--- src/rtl/sinalizador_jogadores_pkg.sv ---
// Shared definitions for the player signalling block.
// Holds the announcement type codes, the special player codes, the
// state encoding of the signalling FSM and a player one-hot decoder.
package polilobinho_pkg;

  localparam int N_LEDS = 5;

  // Announcement types carried on 'tipo'
  localparam logic [1:0] TIPO_CHAMAR      = 2'd0;
  localparam logic [1:0] TIPO_MORTE       = 2'd1;
  localparam logic [1:0] TIPO_VIT_LOBO    = 2'd2;
  localparam logic [1:0] TIPO_VIT_CIDADAO = 2'd3;

  // Player codes that do not address a LED
  localparam logic [2:0] JOGADOR_PULAR  = 3'd5;
  localparam logic [2:0] JOGADOR_NENHUM = 3'd7;

  // FSM state encoding
  localparam logic [2:0] EST_OCIOSO    = 3'd0;
  localparam logic [2:0] EST_CHAMA     = 3'd1;
  localparam logic [2:0] EST_PISCA_ON  = 3'd2;
  localparam logic [2:0] EST_PISCA_OFF = 3'd3;
  localparam logic [2:0] EST_VARRE     = 3'd4;
  localparam logic [2:0] EST_FIM       = 3'd5;

  // One-hot LED pattern for a player index; codes outside 0..N_LEDS-1
  // light nothing.
  function automatic logic [N_LEDS-1:0] decodifica_jogador(input logic [2:0] j);
    logic [N_LEDS-1:0] r;
    for (int i = 0; i < N_LEDS; i++) begin
      r[i] = (j == 3'(i));
    end
    return r;
  endfunction

endpackage

--- src/rtl/sinalizador_jogadores_if.sv ---
// Bus between the game control unit (master) and the signalling block
// (slave).
// Handshake: the master raises 'iniciar' for one cycle together with
// 'tipo' and 'jogador'; the slave accepts it only while idle, holds
// 'ocupado' high while the pattern plays and answers with a one-cycle
// 'pronto'. Requests made while the slave is not idle are dropped.
// 'confirma' is a player pulse that only matters during a call.
// 'estado' exposes the FSM state for observation.
interface sinalizador_jogadores_if;
  import polilobinho_pkg::*;

  logic              iniciar;
  logic [1:0]        tipo;
  logic [2:0]        jogador;
  logic              confirma;
  logic [N_LEDS-1:0] leds_jogadores;
  logic              buzzer;
  logic              ocupado;
  logic              pronto;
  logic [2:0]        estado;

  modport master (
    output iniciar, tipo, jogador, confirma,
    input  leds_jogadores, buzzer, ocupado, pronto, estado
  );

  modport slave (
    input  iniciar, tipo, jogador, confirma,
    output leds_jogadores, buzzer, ocupado, pronto, estado
  );
endinterface

--- src/rtl/sinalizador_jogadores_contador_ticks.sv ---
// Free-running tick counter for the signalling FSM.
// Ports: clock, reset (async, active-high), zera (synchronous clear),
// fim_tick (high while the count sits at TICKS-1).
module contador_ticks #(
  parameter int TICKS = 25000000
) (
  input  logic clock,
  input  logic reset,
  input  logic zera,
  output logic fim_tick
);
  import polilobinho_pkg::*;

  localparam int         W      = (TICKS > 1) ? $clog2(TICKS) : 1;
  localparam logic [W-1:0] ULTIMO = W'(TICKS - 1);

  logic [W-1:0] cnt_q, cnt_d;

  always_comb begin
    cnt_d = cnt_q + 1'b1;
    if (zera || (cnt_q == ULTIMO)) begin
      cnt_d = '0;
    end
  end

  always_ff @(posedge clock or posedge reset) begin
    if (reset) begin
      cnt_q <= '0;
    end else begin
      cnt_q <= cnt_d;
    end
  end

  assign fim_tick = (cnt_q == ULTIMO);
endmodule

--- src/rtl/sinalizador_jogadores.sv ---
// Drives the five player LEDs and the buzzer with timed patterns:
// a steady call (until the player confirms), a blink for a death or a
// wolf victory, and a chase for a citizen victory.
// Ports: clock, reset (async, active-high), bus (slave side of
// sinalizador_jogadores_if: iniciar/tipo/jogador/confirma in,
// leds_jogadores/buzzer/ocupado/pronto/estado out).
module sinalizador_jogadores #(
  parameter int TICKS       = 25000000,
  parameter int N_PISCADAS  = 3,
  parameter int N_JOGADORES = 5
) (
  input  logic                  clock,
  input  logic                  reset,
  sinalizador_jogadores_if.slave bus
);
  import polilobinho_pkg::*;

  localparam int WR = $clog2(N_PISCADAS + 1);
  localparam int WP = (N_JOGADORES > 1) ? $clog2(N_JOGADORES) : 1;

  logic [2:0]    estado_q, estado_d;
  logic [1:0]    tipo_q, tipo_d;
  logic [2:0]    jog_q, jog_d;
  logic [WR-1:0] rodadas_q, rodadas_d;
  logic [WP-1:0] pos_q, pos_d;
  logic          fim_tick;
  logic          zera;

  // The tick count restarts on every state change, so each state's
  // dwell is measured from its own first cycle.
  assign zera = (estado_d != estado_q);

  contador_ticks #(.TICKS(TICKS)) u_ticks (
    .clock    (clock),
    .reset    (reset),
    .zera     (zera),
    .fim_tick (fim_tick)
  );

  always_comb begin
    estado_d  = estado_q;
    tipo_d    = tipo_q;
    jog_d     = jog_q;
    rodadas_d = rodadas_q;
    pos_d     = pos_q;
    case (estado_q)
      EST_OCIOSO: begin
        if (bus.iniciar) begin
          tipo_d    = bus.tipo;
          jog_d     = bus.jogador;
          rodadas_d = '0;
          pos_d     = '0;
          case (bus.tipo)
            TIPO_CHAMAR:   estado_d = (bus.jogador < 3'(N_LEDS)) ? EST_CHAMA : EST_FIM;
            TIPO_MORTE:    estado_d = (bus.jogador < 3'(N_LEDS)) ? EST_PISCA_ON : EST_FIM;
            TIPO_VIT_LOBO: estado_d = EST_PISCA_ON;
            default:       estado_d = EST_VARRE;
          endcase
        end
      end
      EST_CHAMA: begin
        if (bus.confirma) estado_d = EST_FIM;
      end
      EST_PISCA_ON: begin
        if (fim_tick) estado_d = EST_PISCA_OFF;
      end
      EST_PISCA_OFF: begin
        if (fim_tick) begin
          rodadas_d = rodadas_q + 1'b1;
          estado_d  = (rodadas_d == WR'(N_PISCADAS)) ? EST_FIM : EST_PISCA_ON;
        end
      end
      EST_VARRE: begin
        if (fim_tick) begin
          if (pos_q == WP'(N_JOGADORES - 1)) begin
            // A full sweep across the players counts as one round.
            pos_d     = '0;
            rodadas_d = rodadas_q + 1'b1;
            if (rodadas_d == WR'(N_PISCADAS)) estado_d = EST_FIM;
          end else begin
            pos_d = pos_q + 1'b1;
          end
        end
      end
      EST_FIM:  estado_d = EST_OCIOSO;
      default:  estado_d = EST_OCIOSO;
    endcase
  end

  always_ff @(posedge clock or posedge reset) begin
    if (reset) begin
      estado_q  <= EST_OCIOSO;
      tipo_q    <= '0;
      jog_q     <= '0;
      rodadas_q <= '0;
      pos_q     <= '0;
    end else begin
      estado_q  <= estado_d;
      tipo_q    <= tipo_d;
      jog_q     <= jog_d;
      rodadas_q <= rodadas_d;
      pos_q     <= pos_d;
    end
  end

  // Moore outputs decoded from the registered state.
  logic [N_LEDS-1:0] mascara;
  logic [N_LEDS-1:0] leds;
  logic              buzz, ocup, pront;

  assign mascara = (tipo_q == TIPO_VIT_LOBO) ? '1 : decodifica_jogador(jog_q);

  always_comb begin
    leds  = '0;
    buzz  = 1'b0;
    ocup  = 1'b0;
    pront = 1'b0;
    case (estado_q)
      EST_CHAMA: begin
        leds = decodifica_jogador(jog_q);
        ocup = 1'b1;
      end
      EST_PISCA_ON: begin
        leds = mascara;
        buzz = 1'b1;
        ocup = 1'b1;
      end
      EST_PISCA_OFF: ocup = 1'b1;
      EST_VARRE: begin
        leds = decodifica_jogador(3'(pos_q));
        ocup = 1'b1;
      end
      EST_FIM:  pront = 1'b1;
      default:  leds  = '0;
    endcase
  end

  assign bus.leds_jogadores = leds;
  assign bus.buzzer         = buzz;
  assign bus.ocupado        = ocup;
  assign bus.pronto         = pront;
  assign bus.estado         = estado_q;
endmodule

--- src/flat_wrapper.sv ---
// flat-port wrapper written by rule: the top's interface ports become plain ports
module sinalizador_jogadores_flat import polilobinho_pkg::*;
#(
  parameter int TICKS       = 25000000,
  parameter int N_PISCADAS  = 3,
  parameter int N_JOGADORES = 5
)
  (clock, reset, bus_iniciar, bus_tipo, bus_jogador, bus_confirma, bus_leds_jogadores, bus_buzzer, bus_ocupado, bus_pronto, bus_estado);
  sinalizador_jogadores_if bus_i ();
  input  logic clock;
  input  logic reset;
  input wire logic [$bits(bus_i.iniciar)-1:0] bus_iniciar;
  input wire logic [$bits(bus_i.tipo)-1:0] bus_tipo;
  input wire logic [$bits(bus_i.jogador)-1:0] bus_jogador;
  input wire logic [$bits(bus_i.confirma)-1:0] bus_confirma;
  output wire logic [$bits(bus_i.leds_jogadores)-1:0] bus_leds_jogadores;
  output wire logic [$bits(bus_i.buzzer)-1:0] bus_buzzer;
  output wire logic [$bits(bus_i.ocupado)-1:0] bus_ocupado;
  output wire logic [$bits(bus_i.pronto)-1:0] bus_pronto;
  output wire logic [$bits(bus_i.estado)-1:0] bus_estado;
  assign bus_i.iniciar = bus_iniciar;
  assign bus_i.tipo = bus_tipo;
  assign bus_i.jogador = bus_jogador;
  assign bus_i.confirma = bus_confirma;
  assign bus_leds_jogadores = bus_i.leds_jogadores;
  assign bus_buzzer = bus_i.buzzer;
  assign bus_ocupado = bus_i.ocupado;
  assign bus_pronto = bus_i.pronto;
  assign bus_estado = bus_i.estado;
  sinalizador_jogadores #(.TICKS(TICKS), .N_PISCADAS(N_PISCADAS), .N_JOGADORES(N_JOGADORES)) u_core (.clock(clock), .reset(reset), .bus(bus_i));
endmodule
--- config.mk ---
export PLATFORM = sky130hd
export DESIGN_NAME = sinalizador_jogadores_flat
export DESIGN_NICKNAME = d
export VERILOG_FILES = /design/src/rtl/sinalizador_jogadores_pkg.sv /design/src/rtl/sinalizador_jogadores_if.sv /design/src/rtl/sinalizador_jogadores_contador_ticks.sv /design/src/rtl/sinalizador_jogadores.sv /design/src/flat_wrapper.sv
export SDC_FILE = /design/constraint.sdc
export NUM_CORES = 1
export LEC_CHECK = 0
export ABC_AREA = 1
export CORE_ASPECT_RATIO = 1.5
export CORE_MARGIN = 2
export CORE_UTILIZATION = 53
export CTS_CLUSTER_SIZE = 30
export DETAILED_ROUTE_END_ITERATION = 10
export GPL_ROUTABILITY_DRIVEN = 0
export HOLD_SLACK_MARGIN = 0.02
export PLACE_DENSITY_LB_ADDON = 0.05
export SLEW_MARGIN = 20
export SYNTH_ARGS = -nofsm -noshare
export SYNTH_HDL_FRONTEND = slang
export SYNTH_SLANG_ARGS = --single-unit
--- constraint.sdc ---
create_clock -name clock -period 1.75 [get_ports clock]
set_input_delay 0.525 -clock clock [delete_from_list [all_inputs] [get_ports clock]]
set_output_delay 0.525 -clock clock [all_outputs]
set_load 0.03 [all_outputs]
==> summary.md, run 1 <==
| Metric | Value |
|---|---|
| Final hold viol count | 0 |
| Met2 WL post-DR | between 4000 and 5000 µm |
| Via count | roughly 2700 |
| Vias in the first global route | 2818 |
| DIE HEIGHT | between 90 and 100 µm |
| Failing checks | negative setup slack |
| Met3 wire length | roughly 240 µm |
| Most used DFF post-synth | dfrtp_1 |
| Top Ports | 20 |
| Setup Total Neg Slack | -8.19 ns |
| Area leader, netlist | dfrtp_1 |
| Clk pwr share | a little under an eighth |
| Crit-path slowest cell | dfrtp_2 |
| Drc violations | 0 |
| Total Routing Usage GR | a little over a quarter |
| Worst path bufs/invs | 3 |
| Clock buffer depth | 2 |
| Power Dens Cells | between 1000 and 1500 nW/µm² |
| Peak VDD IR | 942 µV |
| Core area | between 4000 and 5000 µm² |
| Syn_nets | around 340 |
| Fin nets | approximately 460 |
| First-pass GRT wire length | 12300 µm |
| Met1 WL | 2580 µm |
| TritonCTS buffer count | 5 |
| CTS Sinks | 38 |
| Area Growth Syn to Fin | 51.8% |
| Worst R2R Path Depth | 15 |
| Die X | around 62 µm |
| H-tree depth | 2 |
| Post-route worst setup slack | -0.450 ns |
| Tightest Pin Transition | roughly 0.47 ns |
| Layout Cells excl Fill | slightly above 500 |
| Fillers | approximately 290 |
| Crit-path max cell delay | 0.46 ns |
| Initial core utilization | a little under three fifths |
| Fmax | between 400 and 500 MHz |
| Critical Path Source Type | flip-flop |
| Cell count after placement | approximately 480 |
| Root buf cell | clkbuf_8 |
| Final period util | 126% |
| CP Data Required Time | roughly 1.2 ns |
| Max Slew Vio Count | 0 |
| Number of synthesized flops with an enable pin | 0 |
| Setup CP Type | flip-flop to output port |
| Ratio of cells with drive above 1 in the final layout | between 40% and 50% |
| CP most frequent cell | inv_2 |
| CTS tree | yes |
| Slew headroom | between 60% and 70% |
| Wire per inst | between 15 and 20 µm |
| Drt first-iter violations | around 120 |
| Unrepaired setup endpoints after global routing | yes |
| Final Power | 5.31 mW |
| Overall routed net length | around 7700 µm |
| Hold depth | 2 |
| FFs w/ async S/R, synth | 100% |
| Vias per inst | ~5.3 |
| Highest Signal Layer | met4 |
| Antenna viol nets, final | 0 |
| Syn Area/Cell | slightly above 8 µm² |
| Number of buffers added on ports | 19 |
| Max_cap viols | 0 |
| Top post-synthesis cells by area | dfrtp_1 35%, nor2_4 11%, nand2_1 8.4% |
| DP HPWL | 5260 µm |
| Seq cells post-synth | 38 |
| Site Rows | 31 |
| Final Critical Period | around 2.2 ns |
| Mapped cell area | 2690 µm² |
| Crit end category | output port |
| Pre-Repair DR Iteration Count | 4 |
| Critical path arrival | 1.67 ns |
| Cells after Synth | 326 |
| Grt ovf | 0 |
| Largest net degree at the start of global routing | 39 |
| Initial antenna violation count | 0 |
| Worst Path Max Fanout | 4 |
| Fin area | a little over 4000 µm² |
| Net Sw Frac | 44.9% |
| Int Power | 2.92 mW |
| Status | complete, but fails checks |
| Worst hold-check path type | flip-flop to flip-flop |
| Diode count | 0 |
| Leakage power | between 1.5 and 2 nW |
| Top-area cell type share of the netlist area | approximately 35% |
| Post-synth cell types | 31 |
| CP Cell Sequence | nor3_4 > inv_2 > o21ai_4 > inv_2 > o41ai_4 > buf_4 |
| Setup violators final | 33 |
| Most frequent cell after synthesis | nand2_1 |
| Seq/Total Area, Yosys | between 30% and 40% |
| Most frequent cells after synthesis | 60 x nand2_1, 38 x dfrtp_1, 37 x inv_1, 36 x nor2_1, 27 x nor2_4 |
| Switch Pwr | between 2 and 2.5 mW |
| Yosys Warn Count | 0 |
| Comb pwr share | roughly two thirds |
| Clock edge transition at the registers on the reported setup and hold paths | about 0.08 ns |
| Reg power frac | a little under a quarter |
| Clock Latency Late Sink | a little under 0.3 ns |
| # hold bufs at CTS | 0 |
| Clock Skew | 0.00729 ns |
| Cell Area, Placed | between 3000 and 4000 µm² |
| Die area | 5670 µm² |
| CP top delay family | flip-flops |
| WP depth | 6 |
cell type report:
type / count / area, µm² / share of cell area (%)
flip-flops and latches: 38 / 955 / 23.4
clock inverters: 1 / 5.00 / 0.123
inverters: 47 / 184 / 4.51
repair buffers: 116 / 1010 / 24.8
multi-input cells: 239 / 1760 / 43.0
well taps: 66 / 82.6 / 2.02
clock buffers: 7 / 86.3 / 2.11
layer usage:
metal / vias up / track usage (%)
met3: 42 / 3.59
met1: 1306 / 25.4
met5: - / 0
li1: 1285 / -
met4: 0 / 14.1
met2: 94 / 56.1
registers in the layout (all words and copies together), names as in the netlist:
| register | cells |
|---|---|
| u_core.bus.estado | 3 |
| u_core.jog_q | 3 |
| u_core.pos_q | 3 |
| u_core.rodadas_q | 2 |
| u_core.tipo_q | 2 |
| u_core.u_ticks.cnt_q | 25 |
cell usage in the layout (no fill, tap or decap), types with 2 or more instances in the layout:
| master | synthesis | final |
|---|---|---|
| o21ai_0 | 11 | 8 |
| dfrtp_2 | 0 | 3 |
| o21ai_1 | 0 | 2 |
| a21oi_2 | 2 | 4 |
| buf_6 | 0 | 13 |
| nor3_1 | 5 | 3 |
| nand3_1 | 20 | 14 |
| nand2_1 | 60 | 48 |
| buf_12 | 2 | 6 |
| inv_4 | 2 | 3 |
| xnor2_1 | 4 | 3 |
| dlygate4sd2_1 | 0 | 6 |
| dfrtp_1 | 38 | 35 |
| nor3_4 | 0 | 2 |
| nand4_1 | 10 | 10 |
| ha_1 | 7 | 6 |
| nand3_4 | 1 | 2 |
| clkbuf_8 | 0 | 6 |
| buf_4 | 0 | 86 |
| a21oi_1 | 5 | 3 |
| nor4_1 | 6 | 6 |
| nor2_1 | 36 | 27 |
| nand2_4 | 3 | 5 |
| nor2_4 | 27 | 32 |
| nor2_2 | 7 | 11 |
| nand2_2 | 7 | 17 |
| inv_1 | 37 | 32 |
| inv_2 | 7 | 11 |
| xor2_1 | 18 | 17 |
| nand3_2 | 2 | 7 |
| nor2_8 | 2 | 2 |
| clkdlybuf4s50_1 | 0 | 2 |
path summary, 6_finish.rpt:
check	end	slack, ns	start
worst min-delay path	u_core.rodadas_q[1]	0.51	u_core.rodadas_q[1]
worst max-delay path	bus_leds_jogadores[2]	-0.45	u_core.bus.estado[0]
worst min register to register	u_core.rodadas_q[1]	0.51	u_core.rodadas_q[1]
worst max register to register	u_core.u_ticks.cnt_q[24]	-0.26	u_core.bus.estado[0]
min in group asynchronous	u_core.jog_q[0]	0.59	reset
max in group asynchronous	u_core.bus.estado[2]	0.95	reset
power by group through the flow:
| stage | logic [mW] | registers [mW] | clock network (mW) |
|---|---|---|---|
| 2_1_floorplan | 1.69 | 1.25 | 0 |
| 3_3_place_gp | 2.81 | 1.20 | 0 |
| 3_5_place_dp | 2.87 | 1.20 | 0 |
| 4_1_cts | 3.22 | 1.19 | 0.638 |
| 5_1_grt | 3.70 | 1.22 | 0.683 |
| 6_report | 3.48 | 1.20 | 0.625 |
stage by stage:
stage | hold slack [ns] | setup slack, ns | utilization, %
final | 0.506 | -0.450 | 84.2
after global routing | 0.538 | -0.508 | 84.2
after CTS | 0.509 | -0.404 | 80.9
after detailed placement | 0.494 | -0.466 | 74.2
after global placement | 0.467 | -0.439 | 74.2
after floorplan | 0.454 | -0.546 | -
what timing repair did:
action,in CTS,in global routing
buffers inserted,15,14
setup endpoints to repair,36,40
gates resized for setup,44,31
pin swaps,13,27
cloned,0,0
worst reg2reg max path: stages (launching register included):
cell and delay (ns):
dfrtp_2 0.46, buf_12 0.14, nor2_4 0.11, inv_4 0.07
buf_6 0.11, buf_6 0.11, nor2_4 0.17, a21oi_2 0.07
nand2_1 0.08, nor2_2 0.05, nand2_2 0.08, nand2_2 0.06
nand2_2 0.07, nand2_4 0.11, buf_12 0.18, nor2_4 0.09
cell families (layout without fill, tap and decap cells):
group	after synthesis	in the layout	synth area share, %
AOI/OAI and AO/OA	23	23	5.16
xor gates and xnor gates	22	22	7.16
adders and majority gates	7	7	3.26
buffers and inverters	49	171	8.23
DFF	38	38	35.3
and+or+nand+nor	187	187	40.8
No activity file was read; power rests on OpenSTA's default activity.
==> run 2, diff against run 1 <==
CORE_UTILIZATION = 45   (was 53)
==> run 2 against run 1 <==
  * The run still ends with negative setup slack left
  * Fmax increased by 2.3%
  * Clock power increased by 1%
  * Clock skew increased by 0.0039 ns
==> summary.md, run 2 (synthesis gave the netlist of run 1 again) <==
| Metric | Value |
|---|---|
| Drc violations | 0 (unchanged) |
| First-pass GRT wire length | 12000 µm (was 12300 µm) |
| Drt first-iter violations | 87 (was 124) |
| Root buf cell | clkbuf_8 (unchanged) |
| Tightest Pin Transition | 0.481 ns (was 0.473 ns) |
| Critical Path Source Type | flip-flop (unchanged) |
| Layout Cells excl Fill | 510 (was 514) |
| Wire per inst | 14.1 µm (was 15.1 µm) |
| Vias per inst | 4.96 (was 5.31) |
| Status | complete, but fails checks (unchanged) |
| Peak VDD IR | 676 µV (was 942 µV) |
| DP HPWL | 5160 µm (was 5260 µm) |
| Commonest non-fill, non-tap cell in the layout | buf_4 (unchanged) |
| Initial core utilization | 46.5% (was 55.5%) |
| H-tree depth | 2 (unchanged) |
| CP Data Required Time | 1.22 ns (about the same) |
| Final hold viol count | 0 (unchanged) |
| Leakage power | 1.87 nW (was 1.93 nW) |
| Largest net degree at the start of global routing | 39 (unchanged) |
| Cell count after placement | 483 (unchanged) |
| Crit-path slowest cell | dfrtp_2 (unchanged) |
| Largest register FFs | 25 (unchanged) |
| Biggest register | u_core.u_ticks.cnt_q (unchanged) |
| Clock Latency Late Sink | 0.30 ns (was 0.29 ns) |
| Grt ovf | 0 (unchanged) |
| Reg power frac | 23.1% (was 22.7%) |
| Power Dens Cells | 1280 nW/µm² (was 1300 nW/µm²) |
| Setup violators final | 33 (unchanged) |
| R2R Path End | u_core.u_ticks.cnt_q[14] (was u_core.u_ticks.cnt_q[24]) |
| Hold depth | 2 (unchanged) |
| Worst hold-check path type | flip-flop to flip-flop (unchanged) |
| Top Ports | 20 (unchanged) |
| Fillers | 502 (was 293) |
| Worst R2R Start | u_core.bus.estado[1] (was u_core.bus.estado[0]) |
| Worst Path Max Fanout | 5 (was 4) |
| Ratio of cells with drive above 1 in the final layout | 50.0% (was 49.8%) |
| Area Growth Syn to Fin | 50.4% (was 51.8%) |
| Max_cap viols | 0 (unchanged) |
| Total Routing Usage GR | 24.0% (was 27.4%) |
| Post-route worst setup slack | -0.401 ns (was -0.450 ns) |
| Comb pwr share | 64.7% (was 65.6%) |
| Core area | 5790 µm² (was 4850 µm²) |
| Clock edge transition at the registers on the reported setup and hold paths | 0.08 ns (about the same) |
| DIE HEIGHT | 98.7 µm (was 91.3 µm) |
| Overall routed net length | 7200 µm (was 7740 µm) |
| Setup CP Type | flip-flop to output port (unchanged) |
| Switch Pwr | 2.38 mW (was 2.39 mW) |
| CP Cell Sequence | nor3_4 > inv_2 > o21ai_4 > inv_2 > o41ai_4 > buf_6 (was nor3_4 > inv_2 > o21ai_4 > inv_2 > o41ai_4 > buf_4) |
| Vias in the first global route | 2743 (was 2818) |
| Final Critical Period | 2.15 ns (was 2.20 ns) |
| Commonest non-fill, non-tap cells in the layout | 79 x buf_4, 51 x nand2_1, 36 x nor2_4 (was 86 x buf_4, 48 x nand2_1, 35 x dfrtp_1) |
| Int Power | 2.81 mW (was 2.92 mW) |
| Slew headroom | 67.6% (was 68.2%) |
| Final hold slack | 0.510 ns (was 0.506 ns) |
| Diode count | 0 (unchanged) |
| Pre-Repair DR Iteration Count | 4 (unchanged) |
| CTS Sinks | 38 (unchanged) |
| CP most frequent cell | inv_2 (unchanged) |
| Via count | 2532 (was 2727) |
| Site Rows | 34 (was 31) |
| Hold Path Sink | u_core.tipo_q[0] (was u_core.rodadas_q[1]) |
| Fin nets | 454 (was 463) |
| Crit-path max cell delay | 0.47 ns (was 0.46 ns) |
| Failing checks | negative setup slack (unchanged) |
| Worst R2R Path Depth | 14 (was 15) |
| # hold bufs at CTS | 0 (unchanged) |
| Clk pwr share | 12.1% (was 11.8%) |
| Die X | 67.1 µm (was 62.2 µm) |
| Hold_sp | u_core.tipo_q[0] (was u_core.rodadas_q[1]) |
| Antenna viol nets, final | 0 (unchanged) |
| Flop-to-flop setup slack | -0.10 ns (was -0.26 ns) |
| TritonCTS buffer count | 5 (unchanged) |
| Net Sw Frac | 45.8% (was 44.9%) |
| Fmax | 465 MHz (was 455 MHz) |
| Max Slew Vio Count | 0 (unchanged) |
| Clock buffer depth | 2 (unchanged) |
| Initial antenna violation count | 0 (unchanged) |
| Critical path arrival | 1.63 ns (was 1.67 ns) |
| Final period util | 123% (was 126%) |
| Crit end category | output port (unchanged) |
| Number of buffers added on ports | 19 (unchanged) |
| Die area | 6630 µm² (was 5670 µm²) |
| CTS tree | yes (unchanged) |
| Clock Skew | 0.0112 ns (was 0.00729 ns) |
| Unrepaired setup endpoints after global routing | yes (unchanged) |
[run 2: layout make-up]
class,count,area [µm²],area share (%)
Clock buffer,7,86.3,2.13
Inverter,47,184,4.55
Multi-Input combinational cell,239,1800,44.5
Sequential cell,38,955,23.6
Tap cell,72,90.1,2.23
Timing Repair Buffer,107,930,23.0
[run 2: worst max-delay path, delay by kind of cell (launching register included)]
kind	cells	cell delay (ns)
buf+inv	3	0.33
compound gates	2	0.30
simple gates	1	0.24
flops	1	0.47
[run 2: per-stage QoR]
step	instance area [µm²]	total power, mW	util, %	setup TNS (ns)	worst slack (ns)
floorplan	2770	2.95	-	-2.47	-0.546
global placement	3530	3.78	61.1	-11.34	-0.446
detailed placement	3530	3.82	61.1	-12.27	-0.480
CTS	3930	5.23	68.0	-5.31	-0.424
global route	4050	5.54	69.9	-7.92	-0.450
finish	4050	5.19	69.9	-5.18	-0.401
[run 2: timing repair]
action                                  in CTS  in global routing
setup buffers                               15                  8
pin swaps                                   19                 10
gates cloned                                 2                  0
endpoints found under the setup margin      39                 40
resized for setup                           46                 34
[run 2: power groups by stage]
stage / clock [mW] / combinational, mW / sequential, mW
floorplan: 0 / 1.69 / 1.25
global placement: 0 / 2.58 / 1.20
detailed placement: 0 / 2.62 / 1.21
CTS: 0.649 / 3.38 / 1.20
global route: 0.680 / 3.64 / 1.22
finish: 0.631 / 3.36 / 1.20
[run 2: worst max path at each step]
stage	startpoint	end	cells after the start
final	u_core.bus.estado[0]	bus_leds_jogadores[2]	6
after global routing	u_core.bus.estado[0]	bus_leds_jogadores[1]	7
after CTS	u_core.bus.estado[0]	bus_leds_jogadores[2]	6
after detailed placement	bus_tipo[1]	u_core.u_ticks.cnt_q[24]	13
after global placement	bus_tipo[1]	u_core.u_ticks.cnt_q[24]	13
after floorplan	u_core.bus.estado[1]	bus_leds_jogadores[2]	6
[run 2: routing by layer]
| metal | wire, µm | GRT usage [%] | vias to the layer above |
|---|---|---|---|
| li1 | - | - | 1258 |
| met2 | 4270 | 47.8 | 39 |
| met5 | 0 | 0 | - |
| met3 | 148 | 3.20 | 16 |
| met1 | 2580 | 22.7 | 1219 |
| met4 | 206 | 11.1 | 0 |
